`src/rtl/sparc_exu_sprsched_pkg.sv`:
```
// Shared EXU definitions for the sum-predict zero-detect scheduler.
package sparc_exu_sprsched_pkg;

   localparam int SPR_NREQ     = 4;
   localparam int SPR_DW       = 64;
   localparam int SPR_MAX_NREQ = 8;
   localparam int SPR_IDW_MAX  = 3;

   typedef struct packed {
      logic [SPR_IDW_MAX-1:0] id;
      logic                   z64;
      logic                   z32;
   } spr_resp_t;

   // Operand buses are zero-extended to the widest requester count before slicing.
   function automatic logic [SPR_DW-1:0] spr_slice(
      input logic [SPR_MAX_NREQ*SPR_DW-1:0] bus,
      input logic [SPR_IDW_MAX-1:0]         idx
   );
      spr_slice = bus[idx*SPR_DW +: SPR_DW];
   endfunction

endpackage

```
`src/rtl/sparc_exu_sprarb.sv`:
```
// Round-robin arbiter: one-hot grant searched upward from a wrapping pointer.
module sparc_exu_sprarb
   import sparc_exu_sprsched_pkg::*;
#(
   parameter int NREQ = SPR_NREQ,
   parameter int IDW  = $clog2(NREQ)
) (
   input  logic            rclk,
   input  logic            reset,
   input  logic [NREQ-1:0] req,
   input  logic            adv,
   output logic [NREQ-1:0] gnt,
   output logic            gnt_any,
   output logic [IDW-1:0]  gnt_idx,
   output logic [IDW-1:0]  id_p1
);

   logic [IDW-1:0] ptr;
   logic           en;

   assign en = adv & ~reset;

   always_comb begin
      logic [IDW-1:0] idx;
      gnt     = '0;
      gnt_idx = '0;
      gnt_any = 1'b0;
      idx     = '0;
      for (int k = 0; k < NREQ; k++) begin
         idx = ptr + IDW'(k);
         if (en && !gnt_any && req[idx]) begin
            gnt[idx] = 1'b1;
            gnt_idx  = idx;
            gnt_any  = 1'b1;
         end
      end
   end

   always_ff @(posedge rclk) begin
      if (reset) begin
         ptr <= '0;
      end else if (gnt_any) begin
         ptr <= gnt_idx + IDW'(1);
      end
   end

   // S0 -> S1 boundary: winner id travels with the registered operands
   always_ff @(posedge rclk) begin
      if (reset) begin
         id_p1 <= '0;
      end else if (adv) begin
         id_p1 <= gnt_idx;
      end
   end

endmodule

```
`src/rtl/sparc_exu_sprsched.sv`:
```
// Shared zero-detect scheduler: round-robin grant, registered operands, registered sum-predict flags.
module sparc_exu_sprsched
   import sparc_exu_sprsched_pkg::*;
#(
   parameter int NREQ = SPR_NREQ,
   parameter int DW   = SPR_DW,
   parameter int IDW  = $clog2(NREQ)
) (
   input  logic               rclk,
   input  logic               reset,
   input  logic [NREQ-1:0]    req_vld,
   input  logic [NREQ*DW-1:0] req_rs1,
   input  logic [NREQ*DW-1:0] req_rs2,
   input  logic [NREQ-1:0]    req_cin,
   output logic [NREQ-1:0]    req_gnt,
   output logic               resp_vld,
   output logic [IDW-1:0]     resp_id,
   output logic               resp_z64,
   output logic               resp_z32,
   input  logic               resp_rdy
);

   logic                              stall;
   logic                              adv;
   logic                              gnt_any;
   logic [IDW-1:0]                    gnt_idx;
   logic [IDW-1:0]                    id_p1;
   logic [SPR_MAX_NREQ*SPR_DW-1:0]    rs1_ext;
   logic [SPR_MAX_NREQ*SPR_DW-1:0]    rs2_ext;
   logic [DW-1:0]                     rs1_p1;
   logic [DW-1:0]                     rs2_p1;
   logic                              cin_p1;
   logic                              vld_p1;
   logic [DW-1:0]                     or_p1;
   logic [DW-1:0]                     spr;
   spr_resp_t                         resp_d;
   spr_resp_t                         resp_p2;
   logic                              vld_p2;

   assign stall = vld_p2 & ~resp_rdy;
   assign adv   = ~stall;

   always_comb begin
      rs1_ext = '0;
      rs2_ext = '0;
      rs1_ext[NREQ*DW-1:0] = req_rs1;
      rs2_ext[NREQ*DW-1:0] = req_rs2;
   end

   sparc_exu_sprarb #(
      .NREQ (NREQ),
      .IDW  (IDW)
   ) u_arb (
      .rclk    (rclk),
      .reset   (reset),
      .req     (req_vld),
      .adv     (adv),
      .gnt     (req_gnt),
      .gnt_any (gnt_any),
      .gnt_idx (gnt_idx),
      .id_p1   (id_p1)
   );

   // S0 -> S1 boundary: capture the winner's operands
   always_ff @(posedge rclk) begin
      if (reset) begin
         vld_p1 <= 1'b0;
      end else if (adv) begin
         vld_p1 <= gnt_any;
      end
   end

   always_ff @(posedge rclk) begin
      if (adv && gnt_any) begin
         rs1_p1 <= spr_slice(rs1_ext, SPR_IDW_MAX'(gnt_idx));
         rs2_p1 <= spr_slice(rs2_ext, SPR_IDW_MAX'(gnt_idx));
         cin_p1 <= req_cin[gnt_idx];
      end
   end

   // Sum-predict: zero iff each propagate bit matches the carry implied by the bit below.
   assign or_p1 = rs1_p1 | rs2_p1;
   assign spr   = (rs1_p1 ^ rs2_p1) ^ {or_p1[DW-2:0], cin_p1};

   always_comb begin
      resp_d     = '0;
      resp_d.id  = SPR_IDW_MAX'(id_p1);
      resp_d.z64 = ~|spr;
      resp_d.z32 = ~|spr[31:0];
   end

   // S1 -> S2 boundary: result register drives the response port
   always_ff @(posedge rclk) begin
      if (reset) begin
         vld_p2  <= 1'b0;
         resp_p2 <= '0;
      end else if (adv) begin
         vld_p2 <= vld_p1;
         if (vld_p1) begin
            resp_p2 <= resp_d;
         end
      end
   end

   assign resp_vld = vld_p2;
   assign resp_id  = IDW'(resp_p2.id);
   assign resp_z64 = resp_p2.z64;
   assign resp_z32 = resp_p2.z32;

endmodule

```
`config.mk`:
```
export PLATFORM = sky130hd
export DESIGN_NAME = sparc_exu_sprsched
export DESIGN_NICKNAME = d
export VERILOG_FILES = /design/src/rtl/sparc_exu_sprsched_pkg.sv /design/src/rtl/sparc_exu_sprarb.sv /design/src/rtl/sparc_exu_sprsched.sv
export SDC_FILE = /design/constraint.sdc
export NUM_CORES = 1
export LEC_CHECK = 0
export BUFFER_PORTS_ARGS = -buffer_cell sky130_fd_sc_hd__buf_4
export CAP_MARGIN = 15
export CORE_MARGIN = 8
export CORE_UTILIZATION = 24
export CTS_BUF_LIST = sky130_fd_sc_hd__clkbuf_16
export DETAILED_ROUTE_END_ITERATION = 6
export PLACE_DENSITY = 0.56
export SKIP_CTS_REPAIR_TIMING = 1
export SYNTH_ARGS = -nofsm -noshare
export SYNTH_HDL_FRONTEND = slang
export SYNTH_HIERARCHICAL = 1
export SYNTH_SLANG_ARGS = --single-unit
```
`constraint.sdc`:
```
create_clock -name rclk -period 6.4 [get_ports rclk]
set_input_delay 0.64 -clock rclk [delete_from_list [all_inputs] [get_ports rclk]]
set_output_delay 0.64 -clock rclk [all_outputs]
set_load 0.01 [all_outputs]
```
== Word level (Yosys, flattened, before mapping) ==
Cells that the tools add are included.

* Register bits: 139
* Input port bits: 523
* Output and inout port bits: 9
* Logic and storage cells: 86

* $add $sub $neg: 4
* $lt $le $gt $ge: 9
* Shift-type cells: 2
* Muxes and demuxes: 30
* Bitwise gates (word level): 11
* Reduce and logical (&&, ||, !) cells: 20

{| class="wikitable"
|+ Operators by type and width
! kind !! number
|-
| variable part select 512 x 9 -> 64 bit || 2
|-
| XOR 64 bit || 2
|-
| OR reduction 64 bit || 1
|-
| OR 63 bit || 1
|-
| OR reduction 32 bit || 1
|-
| two-way mux 4 bit || 4
|-
| less-than comparator 2 x 3 -> 1 bit (second input constant) || 5
|-
| two-way mux 1 bit || 13
|-
| logical AND 1 bit || 12
|-
| OR 4 bit || 3
|-
| binary-select mux 1 bit (select 2 bit) || 5
|-
| demux 1 bit (select 2 bit) || 4
|-
| greater-or-equal comparator 2 x 1 -> 1 bit (second input constant) || 4
|-
| two-way mux 2 bit || 4
|-
| logical NOT 1 bit || 5
|-
| adder 2 x 1 -> 2 bit (second input constant) || 2
|-
| adder 2 bit (second input constant) || 2
|-
| inverter 1 bit || 3
|-
| bitwise AND 1 bit || 2
|-
| AND reduction 2 bit || 1
|}

== Logic depth before layout (Yosys ltp) ==
* Depth after elaboration: 20
* Mapped depth: 12
* Gate-level depth less buffers: 8

== Cells and area by module ==
The synthesis kept the hierarchy.

{| class="wikitable"
|+ Modules (own cells, without submodules)
! module !! instances !! cells an instance !! area an instance (µm²) !! seq. area each (µm²)
|-
| sparc_exu_sprsched || 1 || 588 || 9193.8 || 3993.8
|-
| sparc_exu_sprarb || 1 || 80 || 623.1 || 80.1
|}

== Least setup slack after synthesis ==
Ideal clock, no wire load.

* Kind: input -> register
* Start: in resp_rdy
* End: reg cin_p1, enable pin
* Library setup time: 0.503 ns
* Data arrival time: 4.300 ns
* Required time: 5.897 ns
* Setup slack: 1.597 ns
* Stages: 5
* Path buffers: 1
* Cell sequence: nand2b_1 buf_4 or2b_1 nor2_1 and2_1

* Cells in the longest elaborated chain, start to end: 19

{| class="wikitable"
|+ Ends and longest elaborated chain
! element !! RTL line !! RTL
|-
| start, declared || sparc_exu_sprsched.sv:20 || <nowiki>input logic resp_rdy</nowiki>
|-
| inverter 1 bit (*) || sparc_exu_sprsched.sv:40 || <nowiki>assign stall = vld_p2 & ~resp_rdy;</nowiki>
|-
| bitwise AND 1 bit (*) || sparc_exu_sprsched.sv:40 ||
|-
| inverter 1 bit (no line) (*) || n/a ||
|-
| via adv || sparc_exu_sprsched.sv:24 || <nowiki>logic adv;</nowiki>
|-
| bitwise AND 1 bit (*) || sparc_exu_sprarb.sv:21 || <nowiki>assign en = adv & ~reset;</nowiki>
|-
| logical AND 1 bit || sparc_exu_sprarb.sv:31 || <nowiki>if (en && !gnt_any && req[idx]) begin</nowiki>
|-
| two-way mux 1 bit || sparc_exu_sprarb.sv:31 ||
|-
| logical NOT 1 bit || sparc_exu_sprarb.sv:31 ||
|-
| [... 3 more ...] || n/a ||
|-
| logical NOT 1 bit || sparc_exu_sprarb.sv:31 ||
|-
| logical AND 1 bit (2 in a row) || sparc_exu_sprarb.sv:31 ||
|-
| two-way mux 1 bit || sparc_exu_sprarb.sv:31 ||
|-
| logical NOT 1 bit || sparc_exu_sprarb.sv:31 ||
|-
| logical AND 1 bit (2 in a row) || sparc_exu_sprarb.sv:31 ||
|-
| two-way mux 1 bit (*) || sparc_exu_sprarb.sv:31 ||
|-
| via gnt_any || sparc_exu_sprsched.sv:25 || <nowiki>logic gnt_any;</nowiki>
|-
| logical AND 1 bit (*) || sparc_exu_sprsched.sv:74 || <nowiki>if (adv && gnt_any) begin</nowiki>
|-
| end signal, assigned || sparc_exu_sprsched.sv:77 || <nowiki>cin_p1 <= req_cin[gnt_idx];</nowiki>
|-
| end, declared || sparc_exu_sprsched.sv:32 || <nowiki>logic cin_p1;</nowiki>
|}

The timed path passes the listed nets; every way through them passes the cells marked *.
A chain may end at the register's enable or synchronous reset.

==> metrics <==
DRC Markers=0; fin nets=1,779; M3 GR Usage=5.157%; TritonCTS clock tree=yes; Worst Hold Launch=resp_z32; core area=40,650 µm²; vias in the first global route=8,846; initial antenna violation count=2; Unique masters post-synth=45; critical path class=register to register; CP startpoint kind=register; post-route ant nets=0; Hold Fails Final Rpt=0; count of boundary I/O pins=532; grt total ovfl=0; Worst-Skew Late Latency=0.44 ns; RSZ-0062 raised after global routing=false; met2 Use GR=27.66%; largest net degree at the start of global routing=76; Total GRT Usage=16.44%; Multi-input gate area=4989 µm²; Initial Utilization=24.15%; power density over cell area=276.0 nW/µm²; Placer Congestion=0.7828; worst min path class=register to register; sequential cell area=4074 µm²; htree depth=4; vias per cell=4.512; Area contributors post-synth=edfxtp_1, mux4_2, ha_1; Worst-path clk slew=0.06 ns; flops & latches, synth=139; leading area contributor after synthesis=edfxtp_1; GR peak layer=met2; Ys Warns=6; CP endpoint kind=register; die area=47,630 µm²; Max Clock Freq=231.2 MHz; R2R Setup Slk=2.07 ns; worst slew pin tran=0.9291 ns; Leakage=0.006594 µW; GRT met1 Usage=20.42%; most frequent cells in the layout=buf_4, inv_1, mux4_2; hold path endpoint=resp_z32; synthesized cell area=9817 µm²; Avg Cell Area, Syn=14.70 µm²; Area Growth Syn to Fin=51.67%; VDD IR max=0.1262 mV; Syn Inst Count=668; endpoints failing setup=0; clk sink count=139; FILL cells=3,943; Seq/Total Area, Yosys=41.50%; Bufs on Longest Clock Path=2; first-pass GRT wire length=57,180 µm; Min Hold Slack=0.4652 ns; TNS Setup=0 ns; Critical Path RT=6.57 ns; WL/cell=23.24 µm; crit path DAT=4.49 ns; number of flops mapped to enable cells by yosys=129; most common cell after layout, fill and taps aside=buf_4; R2R cell count=9; Die X=218.2 µm; hold depth=2; clock root cell=clkbuf_16; status=finished, final reports clean; Async S/R FF share, synth=0%; reg2reg end=rs1_p1[59]; Max Cap Violations=0; syn nets=1,258; share of post-route cells with drive strength above 1=58.74%; post-detail-place hpwl=34,070 µm; Fin Clk Skew=0.01069 ns; area share of the largest cell type after synthesis=39.46%; Post-Route WL=40,350 µm; row cnt=74; Pins Over Slew Limit=0; period utilization=67.59%; vias=7,832; post-layout min period=4.326 ns; Max FO, Critical Path=75; number of iterations in the first detailed-routing pass=5; ys flop type=edfxtp_1; initial DRC count=442; CTS Buf Count=17; port buffer count=531; Die H=218.2 µm; relative slew slack=38.06%
==> critical path, stage by stage (launching register included) <==
cell     delay, ns
dfxtp_1       0.66
inv_2         0.10
ha_1          0.48
mux4_2        0.40
nor4_1        0.25
nor3_1        0.08
or3b_4        0.47
inv_8         0.51
buf_4         0.44
mux4_2        0.55
==> how the worst max path moves through the flow <==
stage | start | end | slack [ns] | cells past startpoint
2_1_floorplan | resp_rdy | cin_p1 | 1.60 | 5
3_3_place_gp | register | rs1_p1[61] | 2.07 | 9
3_5_place_dp | register | rs1_p1[37] | 2.02 | 9
4_1_cts | register | rs2_p1[38] | 1.97 | 9
5_1_grt | register | rs1_p1[63] | 1.69 | 9
6_report | register | rs1_p1[59] | 2.07 | 9
==> synthesized netlist by cell type, types with 6 or more instances <==
master	number
a21oi_1	10
buf_2	14
buf_6	15
dfxtp_1	10
edfxtp_1	129
ha_1	67
inv_1	131
mux4_2	131
nand2_1	9
nand4_1	14
nor2_1	7
nor4_1	6
o21ai_1	9
xnor2_1	10
xor2_1	56
==> kinds of logic after synthesis <==
group,after synthesis,synth area share (%)
buffers and inverters,167,7.787
flip-flops,139,41.50
multiplexers,134,30.37
adder cells (fa/ha/maj),67,8.539
XOR/XNOR,66,5.888
AND/OR/NAND/NOR,63,3.824
AO/OA/AOI/OAI,32,2.090
==> sequential cells by signal, summed over array words and instances (netlist names), named ones only <==
register     count
resp_z64         1
u_arb/id_p1      2
cin_p1           1
resp_id          2
rs1_p1          64
rs2_p1          64
resp_vld         1
resp_z32         1
u_arb/ptr        1
vld_p1           1
==> layer usage <==
metal | share of wire [%] | wire length (µm) | vias up
li1 | - | - | 3598
met2 | 51 | 20510 | 328
met1 | 41 | 16420 | 3879
met3 | 7.2 | 2888 | 27
met5 | 0 | 0 | -
met4 | 1.3 | 535 | 0
==> final cells by class <==
class | instances | share of cell area [%]
inverters | 132 | 3.378
multi-input cells | 362 | 33.50
diodes | 2 | 0.03361
flip-flops and latches | 139 | 27.36
clock buffers | 17 | 2.857
repair buffers | 537 | 27.24
well taps | 532 | 4.471
clock inverters | 15 | 1.151
==> power breakdown <==
group          internal (µW)  leakage, µW  switching (µW)
combinational            949      0.00498             770
clock                    613     0.000293             430
sequential              1260      0.00133            92.2
==> through the flow <==
| stage | total power (µW) | setup WS, ns | instances | area (µm²) | util, % |
|---|---|---|---|---|---|
| 2_1_floorplan | 2535 | 1.597 | 668 | 9817 | - |
| 3_3_place_gp | 3085 | 2.074 | 1702 | 14290 | 35.15 |
| 3_5_place_dp | 3114 | 2.024 | 1702 | 14290 | 35.15 |
| 4_1_cts | 4177 | 1.968 | 1734 | 14880 | 36.62 |
| 5_1_grt | 4347 | 1.694 | 1735 | 14890 | 36.63 |
| 6_report | 4110 | 2.074 | 1736 | 14890 | 36.63 |
(Power assumes the default switching activity.)
